==> config.mk <==
export PLATFORM = sky130hd
export DESIGN_NAME = apb_timeout_bridge
export DESIGN_NICKNAME = d
export VERILOG_FILES = /design/src/rtl/apb_bridge_pkg.sv /design/src/rtl/apb_bridge_decoder.sv /design/src/rtl/apb_timeout_bridge.sv
export SDC_FILE = /design/constraint.sdc
export NUM_CORES = 1
export LEC_CHECK = 0
export ABC_AREA = 0
export CAP_MARGIN = 20
export CELL_PAD_IN_SITES_DETAIL_PLACEMENT = 0
export CELL_PAD_IN_SITES_GLOBAL_PLACEMENT = 1
export CORE_AREA = 2 2 189 191
export CTS_CLUSTER_DIAMETER = 40
export DETAILED_ROUTE_END_ITERATION = 8
export DIE_AREA = 0 0 191 193
export HOLD_SLACK_MARGIN = 0.06
export PLACE_DENSITY_LB_ADDON = 0.1
export SETUP_SLACK_MARGIN = 0.3
export SYNTH_ARGS = -nofsm -noshare
export SYNTH_HDL_FRONTEND = slang
export SYNTH_SLANG_ARGS = --single-unit
==> constraint.sdc <==
create_clock -name pclk -period 4.53 [get_ports pclk]
set_clock_uncertainty 0.2 [all_clocks]
set_input_delay 0.6795 -clock pclk [delete_from_list [all_inputs] [get_ports pclk]]
set_output_delay 0.6795 -clock pclk [all_outputs]
set_load 0.005 [all_outputs]
==> src/rtl/apb_bridge_pkg.sv <==
// Shared types and helpers for the APB fan-out bridges.
package apb_bridge_pkg;

    localparam int unsigned ERR_COUNT_WIDTH = 16;
    localparam int unsigned APB_ADDR_WIDTH  = 32;

    typedef enum logic [1:0] {
        IDLE,
        DSETUP,
        DACCESS,
        RESP
    } state_t;

    // Increment that sticks at all-ones instead of wrapping.
    function automatic logic [ERR_COUNT_WIDTH-1:0] sat_inc(input logic [ERR_COUNT_WIDTH-1:0] v);
        return (&v) ? v : v + ERR_COUNT_WIDTH'(1);
    endfunction

endpackage

==> src/rtl/apb_bridge_decoder.sv <==
// Maps an upstream APB address onto a downstream port index and block-local address.
module apb_bridge_decoder
    import apb_bridge_pkg::*;
#(
    parameter int unsigned  NUM_PORTS  = 4,
    parameter logic [31:0]  BASE_ADDR  = 32'h0,
    parameter int unsigned  BLOCK_SIZE = 32'h1000,
    localparam int unsigned LOCAL_AW   = $clog2(BLOCK_SIZE),
    localparam int unsigned IDX_W      = (NUM_PORTS > 1) ? $clog2(NUM_PORTS) : 1
) (
    input  logic [APB_ADDR_WIDTH-1:0] i_paddr,
    output logic                      o_hit_c,
    output logic [IDX_W-1:0]          o_idx_c,
    output logic [LOCAL_AW-1:0]       o_local_addr_c
);

    logic [APB_ADDR_WIDTH-1:0] w_offset;
    logic [APB_ADDR_WIDTH-1:0] w_block;

    assign w_offset       = i_paddr - BASE_ADDR;
    assign w_block        = w_offset >> LOCAL_AW;
    // Below-base addresses wrap to huge offsets, so the lower bound is checked explicitly.
    assign o_hit_c        = (i_paddr >= BASE_ADDR) && (w_block < NUM_PORTS);
    assign o_idx_c        = IDX_W'(w_block);
    assign o_local_addr_c = i_paddr[LOCAL_AW-1:0];

endmodule

==> src/rtl/apb_timeout_bridge.sv <==
// APB fan-out bridge: one upstream completer to NUM_PORTS registered requesters,
// with decode-miss errors, a per-access watchdog and a saturating error counter.
module apb_timeout_bridge
    import apb_bridge_pkg::*;
#(
    parameter int unsigned  NUM_PORTS      = 4,
    parameter logic [31:0]  BASE_ADDR      = 32'h0,
    parameter int unsigned  BLOCK_SIZE     = 32'h1000,
    parameter int unsigned  DATA_WIDTH     = 32,
    parameter int unsigned  TIMEOUT_CYCLES = 256,
    localparam int unsigned DN_AW          = $clog2(BLOCK_SIZE),
    localparam int unsigned STRB_W         = DATA_WIDTH / 8
) (
    input  logic                                   pclk,
    input  logic                                   preset_n,
    input  logic                                   i_psel,
    input  logic                                   i_penable,
    input  logic                                   i_pwrite,
    input  logic [APB_ADDR_WIDTH-1:0]              i_paddr,
    input  logic [DATA_WIDTH-1:0]                  i_pwdata,
    input  logic [STRB_W-1:0]                      i_pstrb,
    input  logic [2:0]                             i_pprot,
    output logic                                   o_pready,
    output logic                                   o_pslverr,
    output logic [DATA_WIDTH-1:0]                  o_prdata,
    output logic [NUM_PORTS-1:0]                   o_dn_psel,
    output logic [NUM_PORTS-1:0]                   o_dn_penable,
    output logic [NUM_PORTS-1:0]                   o_dn_pwrite,
    output logic [NUM_PORTS-1:0][DN_AW-1:0]        o_dn_paddr,
    output logic [NUM_PORTS-1:0][DATA_WIDTH-1:0]   o_dn_pwdata,
    output logic [NUM_PORTS-1:0][STRB_W-1:0]       o_dn_pstrb,
    output logic [NUM_PORTS-1:0][2:0]              o_dn_pprot,
    input  logic [NUM_PORTS-1:0]                   i_dn_pready,
    input  logic [NUM_PORTS-1:0][DATA_WIDTH-1:0]   i_dn_prdata,
    input  logic [NUM_PORTS-1:0]                   i_dn_pslverr,
    output logic                                   o_decode_err,
    output logic                                   o_timeout_err,
    output logic [ERR_COUNT_WIDTH-1:0]             o_err_count
);

    localparam int unsigned IDX_W   = (NUM_PORTS > 1) ? $clog2(NUM_PORTS) : 1;
    localparam int unsigned WD_W    = (TIMEOUT_CYCLES == 0) ? 1 : $clog2(TIMEOUT_CYCLES + 1);
    localparam logic [WD_W-1:0] WD_LAST = WD_W'((TIMEOUT_CYCLES == 0) ? 0 : TIMEOUT_CYCLES - 1);
    localparam bit  WD_EN   = (TIMEOUT_CYCLES != 0);

    state_t                     r_state,       w_state_nxt;
    logic [NUM_PORTS-1:0]       r_dn_psel,     w_dn_psel_nxt;
    logic [NUM_PORTS-1:0]       r_dn_penable,  w_dn_penable_nxt;
    logic [DN_AW-1:0]           r_paddr,       w_paddr_nxt;
    logic                       r_pwrite,      w_pwrite_nxt;
    logic [DATA_WIDTH-1:0]      r_pwdata,      w_pwdata_nxt;
    logic [STRB_W-1:0]          r_pstrb,       w_pstrb_nxt;
    logic [2:0]                 r_pprot,       w_pprot_nxt;
    logic [WD_W-1:0]            r_wd,          w_wd_nxt;
    logic                       r_pready,      w_pready_nxt;
    logic                       r_pslverr,     w_pslverr_nxt;
    logic [DATA_WIDTH-1:0]      r_prdata,      w_prdata_nxt;
    logic                       r_decode_err,  w_decode_err_nxt;
    logic                       r_timeout_err, w_timeout_err_nxt;
    logic [ERR_COUNT_WIDTH-1:0] r_err_count,   w_err_count_nxt;

    logic                       w_hit;
    logic [IDX_W-1:0]           w_idx;
    logic [DN_AW-1:0]           w_local_addr;
    logic [NUM_PORTS-1:0]       w_onehot;
    logic                       w_sel_pready;
    logic                       w_sel_pslverr;
    logic [DATA_WIDTH-1:0]      w_sel_prdata;
    logic                       w_wd_expired;

    apb_bridge_decoder #(
        .NUM_PORTS  (NUM_PORTS),
        .BASE_ADDR  (BASE_ADDR),
        .BLOCK_SIZE (BLOCK_SIZE)
    ) u_decoder (
        .i_paddr        (i_paddr),
        .o_hit_c        (w_hit),
        .o_idx_c        (w_idx),
        .o_local_addr_c (w_local_addr)
    );

    // Response mux: only the port we selected can complete the access.
    always_comb begin
        w_sel_pready  = |(i_dn_pready & r_dn_psel);
        w_sel_pslverr = |(i_dn_pslverr & r_dn_psel);
        w_sel_prdata  = '0;
        w_onehot      = '0;
        for (int i = 0; i < int'(NUM_PORTS); i++) begin
            if (r_dn_psel[i]) begin
                w_sel_prdata = w_sel_prdata | i_dn_prdata[i];
            end
            w_onehot[i] = (w_idx == IDX_W'(i));
        end
    end

    assign w_wd_expired = WD_EN && (r_wd == WD_LAST);

    always_comb begin
        w_state_nxt       = r_state;
        w_dn_psel_nxt     = r_dn_psel;
        w_dn_penable_nxt  = r_dn_penable;
        w_paddr_nxt       = r_paddr;
        w_pwrite_nxt      = r_pwrite;
        w_pwdata_nxt      = r_pwdata;
        w_pstrb_nxt       = r_pstrb;
        w_pprot_nxt       = r_pprot;
        w_wd_nxt          = r_wd;
        w_pready_nxt      = r_pready;
        w_pslverr_nxt     = r_pslverr;
        w_prdata_nxt      = r_prdata;
        w_decode_err_nxt  = 1'b0;
        w_timeout_err_nxt = 1'b0;

        case (r_state)
            IDLE: begin
                if (i_psel && !i_penable) begin
                    if (w_hit) begin
                        w_dn_psel_nxt = w_onehot;
                        w_paddr_nxt   = w_local_addr;
                        w_pwrite_nxt  = i_pwrite;
                        w_pwdata_nxt  = i_pwdata;
                        w_pstrb_nxt   = i_pstrb;
                        w_pprot_nxt   = i_pprot;
                        w_state_nxt   = DSETUP;
                    end else begin
                        w_pready_nxt     = 1'b1;
                        w_pslverr_nxt    = 1'b1;
                        w_prdata_nxt     = '0;
                        w_decode_err_nxt = 1'b1;
                        w_state_nxt      = RESP;
                    end
                end
            end
            DSETUP: begin
                w_dn_penable_nxt = r_dn_psel;
                w_wd_nxt         = '0;
                w_state_nxt      = DACCESS;
            end
            DACCESS: begin
                if (w_sel_pready) begin
                    w_prdata_nxt     = r_pwrite ? '0 : w_sel_prdata;
                    w_pslverr_nxt    = w_sel_pslverr;
                    w_pready_nxt     = 1'b1;
                    w_dn_psel_nxt    = '0;
                    w_dn_penable_nxt = '0;
                    w_state_nxt      = RESP;
                end else if (w_wd_expired) begin
                    w_prdata_nxt      = '0;
                    w_pslverr_nxt     = 1'b1;
                    w_pready_nxt      = 1'b1;
                    w_timeout_err_nxt = 1'b1;
                    w_dn_psel_nxt     = '0;
                    w_dn_penable_nxt  = '0;
                    w_state_nxt       = RESP;
                end else begin
                    w_wd_nxt = r_wd + WD_W'(1);
                end
            end
            RESP: begin
                // Hold the response until the upstream requester is in its access phase.
                if (i_penable) begin
                    w_pready_nxt  = 1'b0;
                    w_pslverr_nxt = 1'b0;
                    w_prdata_nxt  = '0;
                    w_state_nxt   = IDLE;
                end
            end
            default: w_state_nxt = IDLE;
        endcase

        w_err_count_nxt = (w_decode_err_nxt || w_timeout_err_nxt) ? sat_inc(r_err_count) : r_err_count;
    end

    always_ff @(posedge pclk or negedge preset_n) begin
        if (!preset_n) begin
            r_state       <= IDLE;
            r_dn_psel     <= '0;
            r_dn_penable  <= '0;
            r_paddr       <= '0;
            r_pwrite      <= 1'b0;
            r_pwdata      <= '0;
            r_pstrb       <= '0;
            r_pprot       <= '0;
            r_wd          <= '0;
            r_pready      <= 1'b0;
            r_pslverr     <= 1'b0;
            r_prdata      <= '0;
            r_decode_err  <= 1'b0;
            r_timeout_err <= 1'b0;
            r_err_count   <= '0;
        end else begin
            r_state       <= w_state_nxt;
            r_dn_psel     <= w_dn_psel_nxt;
            r_dn_penable  <= w_dn_penable_nxt;
            r_paddr       <= w_paddr_nxt;
            r_pwrite      <= w_pwrite_nxt;
            r_pwdata      <= w_pwdata_nxt;
            r_pstrb       <= w_pstrb_nxt;
            r_pprot       <= w_pprot_nxt;
            r_wd          <= w_wd_nxt;
            r_pready      <= w_pready_nxt;
            r_pslverr     <= w_pslverr_nxt;
            r_prdata      <= w_prdata_nxt;
            r_decode_err  <= w_decode_err_nxt;
            r_timeout_err <= w_timeout_err_nxt;
            r_err_count   <= w_err_count_nxt;
        end
    end

    // Request fields are broadcast; psel alone qualifies which port is addressed.
    for (genvar g = 0; g < int'(NUM_PORTS); g++) begin : g_port
        assign o_dn_paddr[g]  = r_paddr;
        assign o_dn_pwdata[g] = r_pwdata;
        assign o_dn_pstrb[g]  = r_pstrb;
        assign o_dn_pprot[g]  = r_pprot;
        assign o_dn_pwrite[g] = r_pwrite;
    end

    assign o_dn_psel     = r_dn_psel;
    assign o_dn_penable  = r_dn_penable;
    assign o_pready      = r_pready;
    assign o_pslverr     = r_pslverr;
    assign o_prdata      = r_prdata;
    assign o_decode_err  = r_decode_err;
    assign o_timeout_err = r_timeout_err;
    assign o_err_count   = r_err_count;

endmodule

# ---- After elaboration in Yosys (flattened, before gate mapping)
# Index checks and enable logic that the tools add are counted.
dict set report totals {
  ff_bits 123
}
dict set report classes {
  n_addsub 2
  magnitude_cmp 2
  n_eq_ne 14
  muxes 40
  n_bitwise 6
  n_reduce_logical 19
}
# operator n
set op_table {}
lappend op_table {{$mux W32} 10}
lappend op_table {{$or A32 B32 Y32} 3}
lappend op_table {{$pmux W32 S3} 1}
lappend op_table {{$ge A32 B1 Y1 const B} 1}
lappend op_table {{$lt A20 B3 Y1 const B} 1}
lappend op_table {{$mux W9} 2}
lappend op_table {{$pmux W9 S2} 1}
lappend op_table {{$add A16 B1 Y16 const B} 1}
lappend op_table {{$mux W4} 4}
lappend op_table {{$pmux W4 S2} 2}
lappend op_table {{$reduce_and A16 Y1} 1}
lappend op_table {{$mux W1} 12}
lappend op_table {{$mux W2} 5}
lappend op_table {{$ne A2 B2 Y1 const B} 5}
lappend op_table {{$add A9 B1 Y9 const B} 1}
lappend op_table {{$eq A9 B8 Y1 const B} 1}
lappend op_table {{$reduce_and A3 Y1} 3}
lappend op_table {{$and A4 B4 Y4} 2}
lappend op_table {{$eq A2 B2 Y1 const B} 4}
lappend op_table {{$pmux W2 S4} 1}
lappend op_table {{$reduce_or A4 Y1} 2}
lappend op_table {{$pmux W1 S3} 2}
lappend op_table {{$reduce_and A5 Y1} 1}
lappend op_table {{$eq A2 B1 Y1 const B} 2}
lappend op_table {{other kinds (11)} 15}

# ---- Depth between registers and ports, before layout
# Gate-level depths: netlist of the first run.
dict set report logic_depth {
  word_depth 10
  mapped_depth 11
  ltp_nobuf 9
}

# ---- Hierarchy
# From an unflattened synthesis of the first run, not the netlist that was laid out.
dict set report unflattened {
  hier_cells 662
  hier_area_um2 7038.0
}
# mod n_inst cells_per_inst area_each_um2 seq_area_each_um2
set by_module_without_submodules {}
lappend by_module_without_submodules {apb_timeout_bridge 1 642 6889.1 3078.0}
lappend by_module_without_submodules {apb_bridge_decoder 1 20 148.9 0.0}

# ---- Least setup slack after synthesis of the first run
# Ideal clock, no wire load.
dict set report synth_path {
  path_kind {register -> register}
  start {register r_wd[0]}
  end {register r_pslverr, in the netlist o_pslverr}
  setup_ns 0.125
  arrival_time_ns 2.077
  setup_slack_ns 2.128
  stages_incl_launch_ff 10
  n_path_buf 1
  cell_sequence {dfrtp_1 > ha_1 > and3_1 > and3_1 > ha_1 > inv_1 > nand4_1 > o211ai_1 > buf_2 > mux2_2}
}
dict set report synth_via {
  elab_chain_cells 3
}
# item line_no
set synth_rtl {}
lappend synth_rtl {{start, declared} apb_timeout_bridge.sv:54} ;# logic [WD_W-1:0] r_wd, w_wd_nxt;
lappend synth_rtl {{start signal, assigned} apb_timeout_bridge.sv:200} ;# r_wd <= w_wd_nxt;
lappend synth_rtl {{$eq A9 B8 Y1} apb_timeout_bridge.sv:96} ;# assign w_wd_expired = WD_EN && (r_wd == WD_LAST);
lappend synth_rtl {{$ne A3 B3 Y1 (no source line)} --}
lappend synth_rtl {{$reduce_and A5 Y1 (no source line)} --}
lappend synth_rtl {{end signal, assigned} apb_timeout_bridge.sv:202} ;# r_pslverr <= w_pslverr_nxt;
lappend synth_rtl {{end, declared} apb_timeout_bridge.sv:56} ;# logic r_pslverr, w_pslverr_nxt;
# Every way passes these cells.
# A chain may end at the register's enable or synchronous reset.

# ---- Worst setup path after layout of the first run
dict set report layout_path {
  start {input port i_paddr[20]}
  end {register r_pprot[0]}
}
dict set report layout_via {
  elab_chain_cells 3
  word_cells_on_any_way 4
  classes_between {order compare (2); reduce/logical (2)}
}
# item line_no
set layout_rtl {}
lappend layout_rtl {{start, declared} apb_timeout_bridge.sv:19} ;# input logic [APB_ADDR_WIDTH-1:0] i_paddr,
lappend layout_rtl {{$ge A32 B1 Y1 / $lt A20 B3 Y1 (equally long branches)} apb_bridge_decoder.sv:23} ;# assign o_hit_c = (i_paddr >= BASE_ADDR) && (w_block < NUM_PORTS);
lappend layout_rtl {{$logic_and A1 B1 Y1 (*)} apb_bridge_decoder.sv:23}
lappend layout_rtl {{$reduce_and A3 Y1 (no source line) (*)} --}
lappend layout_rtl {{end signal, assigned} apb_timeout_bridge.sv:199} ;# r_pprot <= w_pprot_nxt;
lappend layout_rtl {{end, declared} apb_timeout_bridge.sv:53} ;# logic [2:0] r_pprot, w_pprot_nxt;
# Mark *: on every way between the ends. The rest lies on a longest branch, timed or not.

==> flow_metrics.tcl, run 1 <==
set metrics [dict create \
    wl_um 27800 \
    grt_setup_unrepaired "no" \
    ys_dominant_reg_cell "dfrtp_1" \
    crit_type "primary input to flop" \
    endpoint "r_pprot[0]$_DFFE_PN0P_" \
    hold_class "primary input to async pin" \
    reg2regPathDepth 10 \
    synth_cells 662 \
    switching_share_pct 23.3 \
    multi_input_area_um2 2880 \
    outcome "finished, final reports clean" \
    max-vdd-ir-drop_mv 0.228 \
    drive_gt1_share_pct 11.8 \
    post-route-util_pct 34.4 \
    grt_pass1_vias 6235 \
    critical_path_depth 7 \
    synth_warnings 0 \
    final_hold_viol_count 0 \
    worstSkewPairLatency_ns 0.42 \
    nNetsFinal 1196 \
    arrival_ns 3.13 \
    tns_ns 0 \
    n_fill_cell 3545 \
    slowest_delay_ns 0.56 \
    first_pass_iters 4 \
    finalCritPeriodShare_pct 67.1 \
    dieArea_um2 36900 \
    crit_fanout 30 \
    powerDensity_nw_per_um2 221 \
    pin_count 480 \
    leakage_uw 0.00485 \
    slew_headroom_pct 48.9 \
    postSynthNetCount 882 \
    seq_power_share_pct 41.2 \
    yosysSeqAreaShare_pct 41.4 \
    path_buf_inv 2 \
    comb_power_share_pct 8.2 \
    final_max_slew_viol_count 0 \
    cts_inserted_buffers 17 \
    post-route-drc-count 0 \
    setup_viol 0 \
    n_antenna_cell 0 \
    die_height_um 193 \
    layout_min_cycle_time_ns 3.04 \
    maxCapViolCount 0 \
    initialDrtViolationCount 213 \
    routedWlPerCell_um 19.2 \
    pwr-share-clk_pct 50.5 \
    ant_nets 0 \
    cts-hold-fix-buffers 0 \
    port_buffers 479 \
    viasPerCell 4.21 \
    ctsResizeCount 0 \
    avgSynthCellArea_um2 11.2 \
    vias 6102 \
    cts_max_level 4 \
    core-area_um2 35000 \
    start_util_pct 21.3 \
    cp_data_required_time_ns 4.62 \
    grt_max_degree 65 \
    synthArstFlopShare_pct 100 \
    place_congestion 0.761 \
    p_sw_uw 622 \
    synth_edf_count 0 \
    reg2reg_setup_slack_ns 1.74 \
    clockRootBuffer "clkbuf_16" \
    die_x_um 191 \
    rows 69 \
    rr_startpoint "r_wd[0]$_DFFE_PN0P_" \
    path_delay_family "simple AND/OR/NAND/NOR gates" \
    grt_pass1_wl_um 40300 \
    area_growth_pct 61.9 \
    grt_overflow_total 0 \
    syn_area_um2 7430 \
    hpwl_um 21900 \
    clockBufferDepth 2 \
    startpoint_type "primary input" \
    regArea_um2 3080 \
    r2r_end "o_prdata[27]$_DFFE_PN0P_" \
    crit_path_start "i_paddr[20]" \
    clkTransAtPathRegs_ns 0.06 \
    synth.distinct_cells 52 \
    track_usage_pct 14.6 \
    antenna_found_initial 0 \
    clkSinkCount 123 \
    synth-seq-cells 123 \
    path_cells "clkdlybuf4s50_1 -> nor4_2 -> nand2_1 -> or2_4 -> nor2_8 -> buf_12 -> mux2_4" \
    fmaxAchievable_ghz 0.329 \
    endpoint_kind "flop" \
    intPower_uw 2040 \
    cp_slowest_cell "nor4_2" \
    cts_tree "yes" \
    max_slew.worst_pin.slew_ns 0.767 \
    post_cts_buffers 0 \
]
-- worst reg2reg max path, delay by kind of cell, from the launching register on --
family                   cells  cell delay (ns)
AND/OR/NAND/NOR              4             0.65
adder cells (fa/ha/maj)      2             0.48
AO/OA/AOI/OAI                2             0.48
buffers and inverters        2             0.45
flip-flops                   1             0.43
-- cells in the final DEF, fill, tap and decap left out, types with 3 or more instances in the layout --
| master | Yosys | final |
|---|---|---|
| a21oi_1 | 3 | 3 |
| a221oi_1 | 32 | 32 |
| a22o_1 | 41 | 41 |
| and3_1 | 6 | 6 |
| buf_4 | 159 | 9 |
| clkbuf_16 | 0 | 17 |
| clkdlybuf4s50_1 | 0 | 478 |
| clkinv_4 | 0 | 3 |
| dfrtp_1 | 123 | 123 |
| ha_1 | 8 | 8 |
| inv_1 | 6 | 6 |
| inv_6 | 0 | 6 |
| mux2_2 | 3 | 3 |
| mux2_4 | 51 | 51 |
| mux2i_1 | 3 | 3 |
| nand2_1 | 53 | 53 |
| nand3_1 | 11 | 11 |
| nand4_1 | 9 | 9 |
| nor2_1 | 7 | 7 |
| nor2b_1 | 4 | 4 |
| nor3_1 | 6 | 6 |
| nor3b_1 | 3 | 3 |
| nor4_2 | 7 | 7 |
| o21ai_0 | 9 | 9 |
| o311ai_0 | 4 | 4 |
| o31ai_1 | 33 | 33 |
| xor2_1 | 15 | 15 |
-- area by class of cell --
cell class | instances | area share (%)
clock inverter | 14 | 1.11
inverter | 7 | 0.218
multi-input combinational | 337 | 23.9
tap | 461 | 4.79
sequential | 123 | 25.6
clock buffer | 18 | 3.65
timing repair buffer | 490 | 40.7
-- worst min path at each step --
| stage | end | slack (ns) | startpoint |
|---|---|---|---|
| after global placement | r_wd[8]$_DFFE_PN0P_ | 0.26 | r_wd[8]$_DFFE_PN0P_ |
| final | o_prdata[5]$_DFFE_PN0P_ | 0.05 | preset_n |
| after global routing | o_prdata[5]$_DFFE_PN0P_ | 0.1 | preset_n |
| after floorplan | o_decode_err$_DFF_PN0_ | 0.18 | preset_n |
| after CTS | o_prdata[5]$_DFFE_PN0P_ | 0.08 | preset_n |
| after detailed placement | o_prdata[28]$_DFFE_PN0P_ | 0.26 | o_prdata[28]$_DFFE_PN0P_ |
-- flip-flops by register name, indices dropped and copies added, names as in the netlist, 2 cells and up --
register / count
r_state: 2
o_prdata: 32
o_dn_psel: 4
r_pprot: 3
r_wd: 9
r_pwdata: 32
o_dn_penable: 4
r_paddr: 12
o_err_count: 16
r_pstrb: 4
-- metrics by stage --
step	area, µm²	setup WS (ns)	hold slack, ns	total power, µW	instances
2_1_floorplan	7430	2.13	0.184	1120	662
3_3_place_gp	11500	0.991	0.261	1340	1418
3_5_place_dp	11500	0.980	0.265	1340	1418
4_1_cts	12000	1.42	0.0819	2720	1450
5_1_grt	12000	1.31	0.0990	2780	1450
6_report	12000	1.49	0.0539	2660	1450
-- cell families (layout without fill, tap and decap cells) --
kind of cell | after synthesis | in the layout | share of synthesized area, %
buffers and inverters | 202 | 529 | 19.9
AOI/OAI and AO/OA | 134 | 134 | 14.9
DFF | 123 | 123 | 41.4
and+or+nand+nor | 123 | 123 | 9.51
muxes | 57 | 57 | 11.2
xor gates and xnor gates | 15 | 15 | 1.77
adders and majority gates | 8 | 8 | 1.35
-- power groups by stage --
stage / Combinational, µW / Clock, µW / Sequential [µW]
after floorplan: 5.38 / 0 / 1120
after global placement: 221 / 0 / 1120
after detailed placement: 223 / 0 / 1120
after CTS: 224 / 1400 / 1100
after global routing: 237 / 1440 / 1100
final: 219 / 1350 / 1100
-- metal layers --
layer | wire length [µm] | global-route usage (%) | up-vias | part of all wire [%]
li1 | - | - | 2877 | -
met1 | 10600 | 16.0 | 2931 | 38
met2 | 14700 | 27.3 | 275 | 53
met3 | 2040 | 4.29 | 19 | 7.3
met4 | 530 | 4.35 | 0 | 1.9
met5 | 0 | 0 | - | 0
-- cells in the mapped netlist, types with 3 or more instances --
library cell  number  area [µm²]
buf_6              4        45.0
xor2_1            15         131
nor2_1             7        26.3
nor3_1             6        30.0
mux2_2             3        33.8
mux2_4            51         766
clkbuf_1          19        71.3
o21ai_0            9        45.0
nor4_2             7        87.6
buf_4            159        1190
o31ai_1           33         248
buf_12             5         100
nand2_1           53         199
ha_1               8         100
nand3_1           11        55.1
nor3b_1            3        22.5
nor2b_1            4        25.0
a22o_1            41         359
and3_1             6        37.5
a21oi_1            3        15.0
dfrtp_1          123        3080
buf_2              8        40.0
inv_1              6        22.5
o311ai_0           4        35.0
nand4_1            9        56.3
a221oi_1          32         280
mux2i_1            3        30.0
No activity file was read; power rests on OpenSTA's default activity.
==> inputs of run 2 (changes only) <==
--- a/config.mk
+++ b/config.mk
@@ -9,10 +9,10 @@
 export CAP_MARGIN = 20
 export CELL_PAD_IN_SITES_DETAIL_PLACEMENT = 0
 export CELL_PAD_IN_SITES_GLOBAL_PLACEMENT = 1
-export CORE_AREA = 2 2 189 191
+export CORE_AREA = 2 2 185 187
 export CTS_CLUSTER_DIAMETER = 40
 export DETAILED_ROUTE_END_ITERATION = 8
-export DIE_AREA = 0 0 191 193
+export DIE_AREA = 0 0 187 189
 export HOLD_SLACK_MARGIN = 0.06
 export PLACE_DENSITY_LB_ADDON = 0.1
 export SETUP_SLACK_MARGIN = 0.3
==> constraint.sdc (replaced) <==
create_clock -name pclk -period 2.7 [get_ports pclk]
set_clock_uncertainty 0.2 [all_clocks]
set_input_delay 0.405 -clock pclk [delete_from_list [all_inputs] [get_ports pclk]]
set_output_delay 0.405 -clock pclk [all_outputs]
set_load 0.005 [all_outputs]
==> run 2 against run 1 <==
Against the previous run:
- register-to-register slack worse by 1.3 ns
- combinational power is 72% higher
- die area is 4.1% lower
- wire length is 2.1% higher
- clock power is 73% higher
- flip-flop and latch count stayed put
- power is 71% higher
- sequential share of layout area is 0.87 points lower
- setup slack worse by 1.1 ns
==> flow_metrics.tcl, run 2 (synthesis gave the netlist of run 1 again) <==
set metrics [dict create \
    port_buffers 479 \
    finalCritPeriodShare_pct 86.4 \
    arrival_ns 1.73 \
    ant_nets 0 \
    clkSinkCount 123 \
    grt_setup_unrepaired "yes" \
    pin_count 480 \
    area_growth_pct 67.7 \
    maxCapViolCount 0 \
    n_antenna_cell 0 \
    worstSkewPairLatency_ns 0.42 \
    rows 67 \
    p_sw_uw 1020 \
    final_hold_viol_count 0 \
    fmaxAchievable_ghz 0.429 \
    wl_um 28400 \
    clockRootBuffer "clkbuf_16" \
    drive_gt1_share_pct 15.5 \
    cts_tree "yes" \
    hpwl_um 22000 \
    layout_common_cells "clkdlybuf4s50_1 (478), dfrtp_1 (123), nand2_1 (53), mux2_4 (52), a22o_1 (41)" \
    post-route-drc-count 0 \
    core-area_um2 33300 \
    grt_pass1_vias 6348 \
    max_slew.worst_pin.slew_ns 0.540 \
    leakage_uw 0.00507 \
    seq_power_share_pct 40.5 \
    cts_inserted_buffers 17 \
    switching_share_pct 22.3 \
    grt_max_degree 55 \
    clockBufferDepth 2 \
    setup_viol 0 \
    layout_min_cycle_time_ns 2.33 \
    post-place-cells 1430 \
    intPower_uw 3540 \
    die_height_um 189 \
    powerDensity_nw_per_um2 365 \
    place_congestion 0.743 \
    pwr-share-clk_pct 51.2 \
    antenna_found_initial 0 \
    start_util_pct 22.3 \
    crit_fanout 36 \
    cts_max_level 4 \
    outcome "finished, final reports clean" \
    grt_overflow_total 0 \
    reg2reg_setup_slack_ns 0.41 \
    tns_ns 0 \
    n_fill_cell 3319 \
    hold_class "flop to flop" \
    routedWlPerCell_um 19.4 \
    track_usage_pct 15.6 \
    die_x_um 187 \
    initialDrtViolationCount 198 \
    cp_data_required_time_ns 2.10 \
    first_pass_iters 4 \
    grt_pass1_wl_um 41900 \
    final_common_cell "clkdlybuf4s50_1" \
    final_cells 1468 \
    final_max_slew_viol_count 0 \
    viasPerCell 4.25 \
    vias 6235 \
    comb_power_share_pct 8.3 \
    dieArea_um2 35300 \
    crit_type "flop to output port" \
    nNetsFinal 1228 \
    max-vdd-ir-drop_mv 0.402 \
    slew_headroom_pct 64.0 \
    clkTransAtPathRegs_ns 0.06 \
    startpoint_type "flop" \
    endpoint_kind "output port" \
    post-route-util_pct 37.4 \
]
==> run 2: cell types whose count changed in the layout (fill, tap and decap cells not counted), sizes merged <==
cell	previous run	this run
buf	12	40
clkbuf	18	22
inv	12	9
bufinv	1	2
dlygate4sd3	0	1
==> run 2: power groups by stage <==
stage,clock (µW),combinational (µW),sequential [µW]
final,2330,377,1840
after global routing,2470,405,1840
after CTS,2390,383,1840
after detailed placement,0,379,1880
after global placement,0,378,1880
after floorplan,0,9.03,1880
==> run 2: worst max-delay path: stages (launching register included) <==
cell,delay [ns]
dfrtp_1,0.40
buf_6,0.30
clkdlybuf4s50_1,0.57
==> run 2: per-stage QoR <==
step | hold slack [ns] | power (µW) | worst slack [ns] | cell area [µm²]
after floorplan | -0.0906 | 1890 | 0.331 | 7430
after global placement | 0.218 | 2250 | -0.0909 | 11700
after detailed placement | 0.218 | 2260 | -0.0853 | 11700
after CTS | 0.279 | 4620 | 0.319 | 12300
after global routing | 0.306 | 4710 | 0.277 | 12500
final | 0.274 | 4550 | 0.366 | 12500
==> run 2: path summary, 6_finish.rpt <==
path,from,end,cells after the start
min,o_prdata[21]$_DFFE_PN0P_,o_prdata[21]$_DFFE_PN0P_,2
max in group asynchronous,preset_n,r_pwdata[18]$_DFFE_PN0P_,3
max,o_dn_psel[0]$_DFFE_PN0P_,o_dn_psel[0],2
min reg2reg,o_prdata[21]$_DFFE_PN0P_,o_prdata[21]$_DFFE_PN0P_,2
max reg2reg,r_state[0]$_DFFE_PN0P_,o_err_count[15]$_DFFE_PN0P_,8
min in group asynchronous,preset_n,o_prdata[21]$_DFFE_PN0P_,2
==> run 2: what timing repair did <==
item,in CTS,in global routing
hold buffers,1,0
endpoints found under the hold margin,51,0
buffers inserted,1,3
pin swaps,0,2
gates resized for setup,5,18
cloned,0,2
endpoints found under the setup margin,35,66
==> run 2: routing by layer <==
layer | up-vias | share of wire [%] | global-route usage [%]
met5 | - | 0 | 0
met4 | 0 | 1.5 | 4.27
met3 | 21 | 4.7 | 3.34
met2 | 217 | 52 | 27.9
met1 | 3066 | 41 | 18.9
li1 | 2931 | - | -
==> run 2: layout make-up <==
cell class,instances,area (µm²),share of cell area (%)
Clock inverter,12,138,1.10
Sequential cell,123,3080,24.7
Multi-Input combinational cell,337,2930,23.5
Timing Repair Buffer,522,5280,42.3
Clock buffer,19,453,3.64
Tap cell,448,561,4.50
Inverter,7,26.3,0.211
==> inputs of run 3 (changes only) <==
==> constraint.sdc (replaced) <==
create_clock -name pclk -period 2.1 [get_ports pclk]
set_clock_uncertainty 0.2 [all_clocks]
set_input_delay 0.315 -clock pclk [delete_from_list [all_inputs] [get_ports pclk]]
set_output_delay 0.315 -clock pclk [all_outputs]
set_load 0.005 [all_outputs]
==> run 3 against run 2 <==
Against the previous run:
- the flow now finishes with violations (setup timing)
- largest power group unchanged
- clock power increased by 41%
- highest routed layer unchanged
- clock-buffer cell count stayed put
- register-to-register slack lost 0.59 ns
==> flow_metrics.tcl, run 3 (synthesis gave the netlist of run 1 again) <==
set metrics [dict create \
    path_buf_inv 2 \
    wl_um 31600 \
    cts_max_level 4 \
    path_delay_family "simple AND/OR/NAND/NOR gates" \
    leakage_uw 0.00942 \
    clockRootBuffer "clkbuf_16" \
    maxCapViolCount 0 \
    worstSkewPairLatency_ns 0.42 \
    start_util_pct 22.3 \
    grt_pass1_wl_um 45000 \
    cp_data_required_time_ns 2.20 \
    drive_gt1_share_pct 34.0 \
    finalCritPeriodShare_pct 108 \
    clkTransAtPathRegs_ns 0.06 \
    vias 6911 \
    use_met3_pct 4.69 \
    grt_setup_unrepaired "yes" \
    rows 67 \
    max-vdd-ir-drop_mv 0.513 \
    die_x_um 187 \
    cp_slowest_cell "dfrtp_1" \
    track_usage_pct 17.0 \
    pin_count 480 \
    fmaxAchievable_ghz 0.439 \
    crit_top_cell "and3_4" \
    crit_type "flop to flop" \
    multi_input_area_um2 3210 \
    arrival_ns 2.38 \
    core-area_um2 33300 \
    pre_cts_ws_ns -0.814 \
    die_height_um 189 \
    outcome "finished, violations left" \
    cts_inserted_buffers 17 \
    port_buffers 479 \
    cts_tree "yes" \
    hpwl_um 22800 \
    clockBufferDepth 2 \
    ant_nets 0 \
    dieArea_um2 35300 \
    max_slew.worst_pin.slew_ns 0.426 \
    gr-usage-met2_pct 31.9 \
    grt_pass1_vias 7014 \
    first_pass_iters 4 \
    initialDrtViolationCount 187 \
    hold-worst-slack_ns 0.165 \
    busiest_layer "met2" \
    clkSinkCount 123 \
    setup_viol 63 \
    power_uw 6140 \
    layout_common_cells "clkdlybuf4s50_1 (192), buf_4 (156), dlymetal6s2s_1 (154), dlygate4sd2_1 (107), dfrtp_1 (85)" \
    n_fill_cell 3201 \
    slowest_delay_ns 0.39 \
    crit_fanout 6 \
    post-route-drc-count 0 \
    grt_max_degree 45 \
    endpoint_kind "flop" \
    final_hold_viol_count 0 \
    place_congestion 0.742 \
    powerDensity_nw_per_um2 422 \
    grt_overflow_total 0 \
    viasPerCell 4.24 \
    startpoint_type "flop" \
    hold_class "primary input to async pin" \
    grtUsageMet1_pct 18.6 \
    regArea_um2 3130 \
    failed_checks "setup timing" \
    routedWlPerCell_um 19.4 \
    area_growth_pct 95.7 \
    fin_ws_ns -0.177 \
    final_max_slew_viol_count 0 \
    final_common_cell "clkdlybuf4s50_1" \
    path_cells "ha_2 -> and3_4 -> and3_4 -> ha_4 -> inv_2 -> nand4_1 -> o211ai_1 -> buf_6 -> mux2_4" \
    nNetsFinal 1388 \
    antenna_found_initial 1 \
    layout_min_cycle_time_ns 2.28 \
    slew_headroom_pct 71.6 \
]
-- run 3: cell types whose count changed in the layout (fill, tap and decap cells not counted), moves of 9 or more --
cell and change:
dfrtp_1 -38, dlymetal6s2s_1 +154, buf_4 +129, buf_6 +16, dlygate4sd2_1 +107, dfrtp_2 +38
clkdlybuf4s50_1 -286, clkdlybuf4s15_1 +9
-- run 3: area by class of cell --
| type | count | area share, % |
|---|---|---|
| Antenna cell | 1 | 0.0172 |
| Clock buffer | 19 | 2.98 |
| Clock inverter | 13 | 1.49 |
| Inverter | 7 | 0.181 |
| Multi-Input combinational cell | 337 | 22.1 |
| Sequential cell | 123 | 21.5 |
| Tap cell | 448 | 3.85 |
| Timing Repair Buffer | 682 | 47.9 |
-- run 3: what timing repair did --
item,4_1_cts,5_1_grt
hold buffers,1,0
gates resized for setup,254,219
buffers inserted,70,46
pin swaps,28,31
hold endpoints to repair,123,0
endpoints found under the setup margin,390,307
gates cloned,7,1
-- run 3: layer usage --
| metal | vias up | routed length, µm |
|---|---|---|
| met4 | 0 | 325 |
| met1 | 3385 | 12300 |
| met2 | 252 | 17200 |
| li1 | 3255 | - |
| met5 | - | 0 |
| met3 | 19 | 1830 |
-- run 3: power breakdown --
| part | switching [µW] | total [µW] | internal (µW) |
|---|---|---|---|
| Combinational | 137 | 492 | 355 |
| Clock | 1160 | 3280 | 2120 |
| Sequential | 0 | 2370 | 2370 |
| Total | 1300 | 6140 | 4840 |
-- run 3: stage by stage --
step	TNS (ns)	instance area [µm²]	std cells	utilization [%]
after global routing	-14.62	14500	1629	43.7
final	-8.13	14500	1630	43.7
after global placement	-77.40	12100	1472	36.4
after CTS	-8.31	13700	1582	41.0
after detailed placement	-77.00	12100	1472	36.4
after floorplan	-4.79	7490	662	-
-- run 3: final timing paths --
kind | to | depth (start not counted) | from | slack, ns
max | o_pslverr$_DFFE_PN0P_ | 9 | r_wd[1]$_DFFE_PN0P_ | -0.18
min | o_prdata[0]$_DFFE_PN0P_ | 2 | preset_n | 0.16
max reg2reg | o_pslverr$_DFFE_PN0P_ | 9 | r_wd[1]$_DFFE_PN0P_ | -0.18
min reg2reg | o_prdata[21]$_DFFE_PN0P_ | 2 | o_prdata[21]$_DFFE_PN0P_ | 0.27
max in group asynchronous | r_pwdata[12]$_DFFE_PN0P_ | 3 | preset_n | 0.89
min in group pclk | o_prdata[21]$_DFFE_PN0P_ | 2 | o_prdata[21]$_DFFE_PN0P_ | 0.27
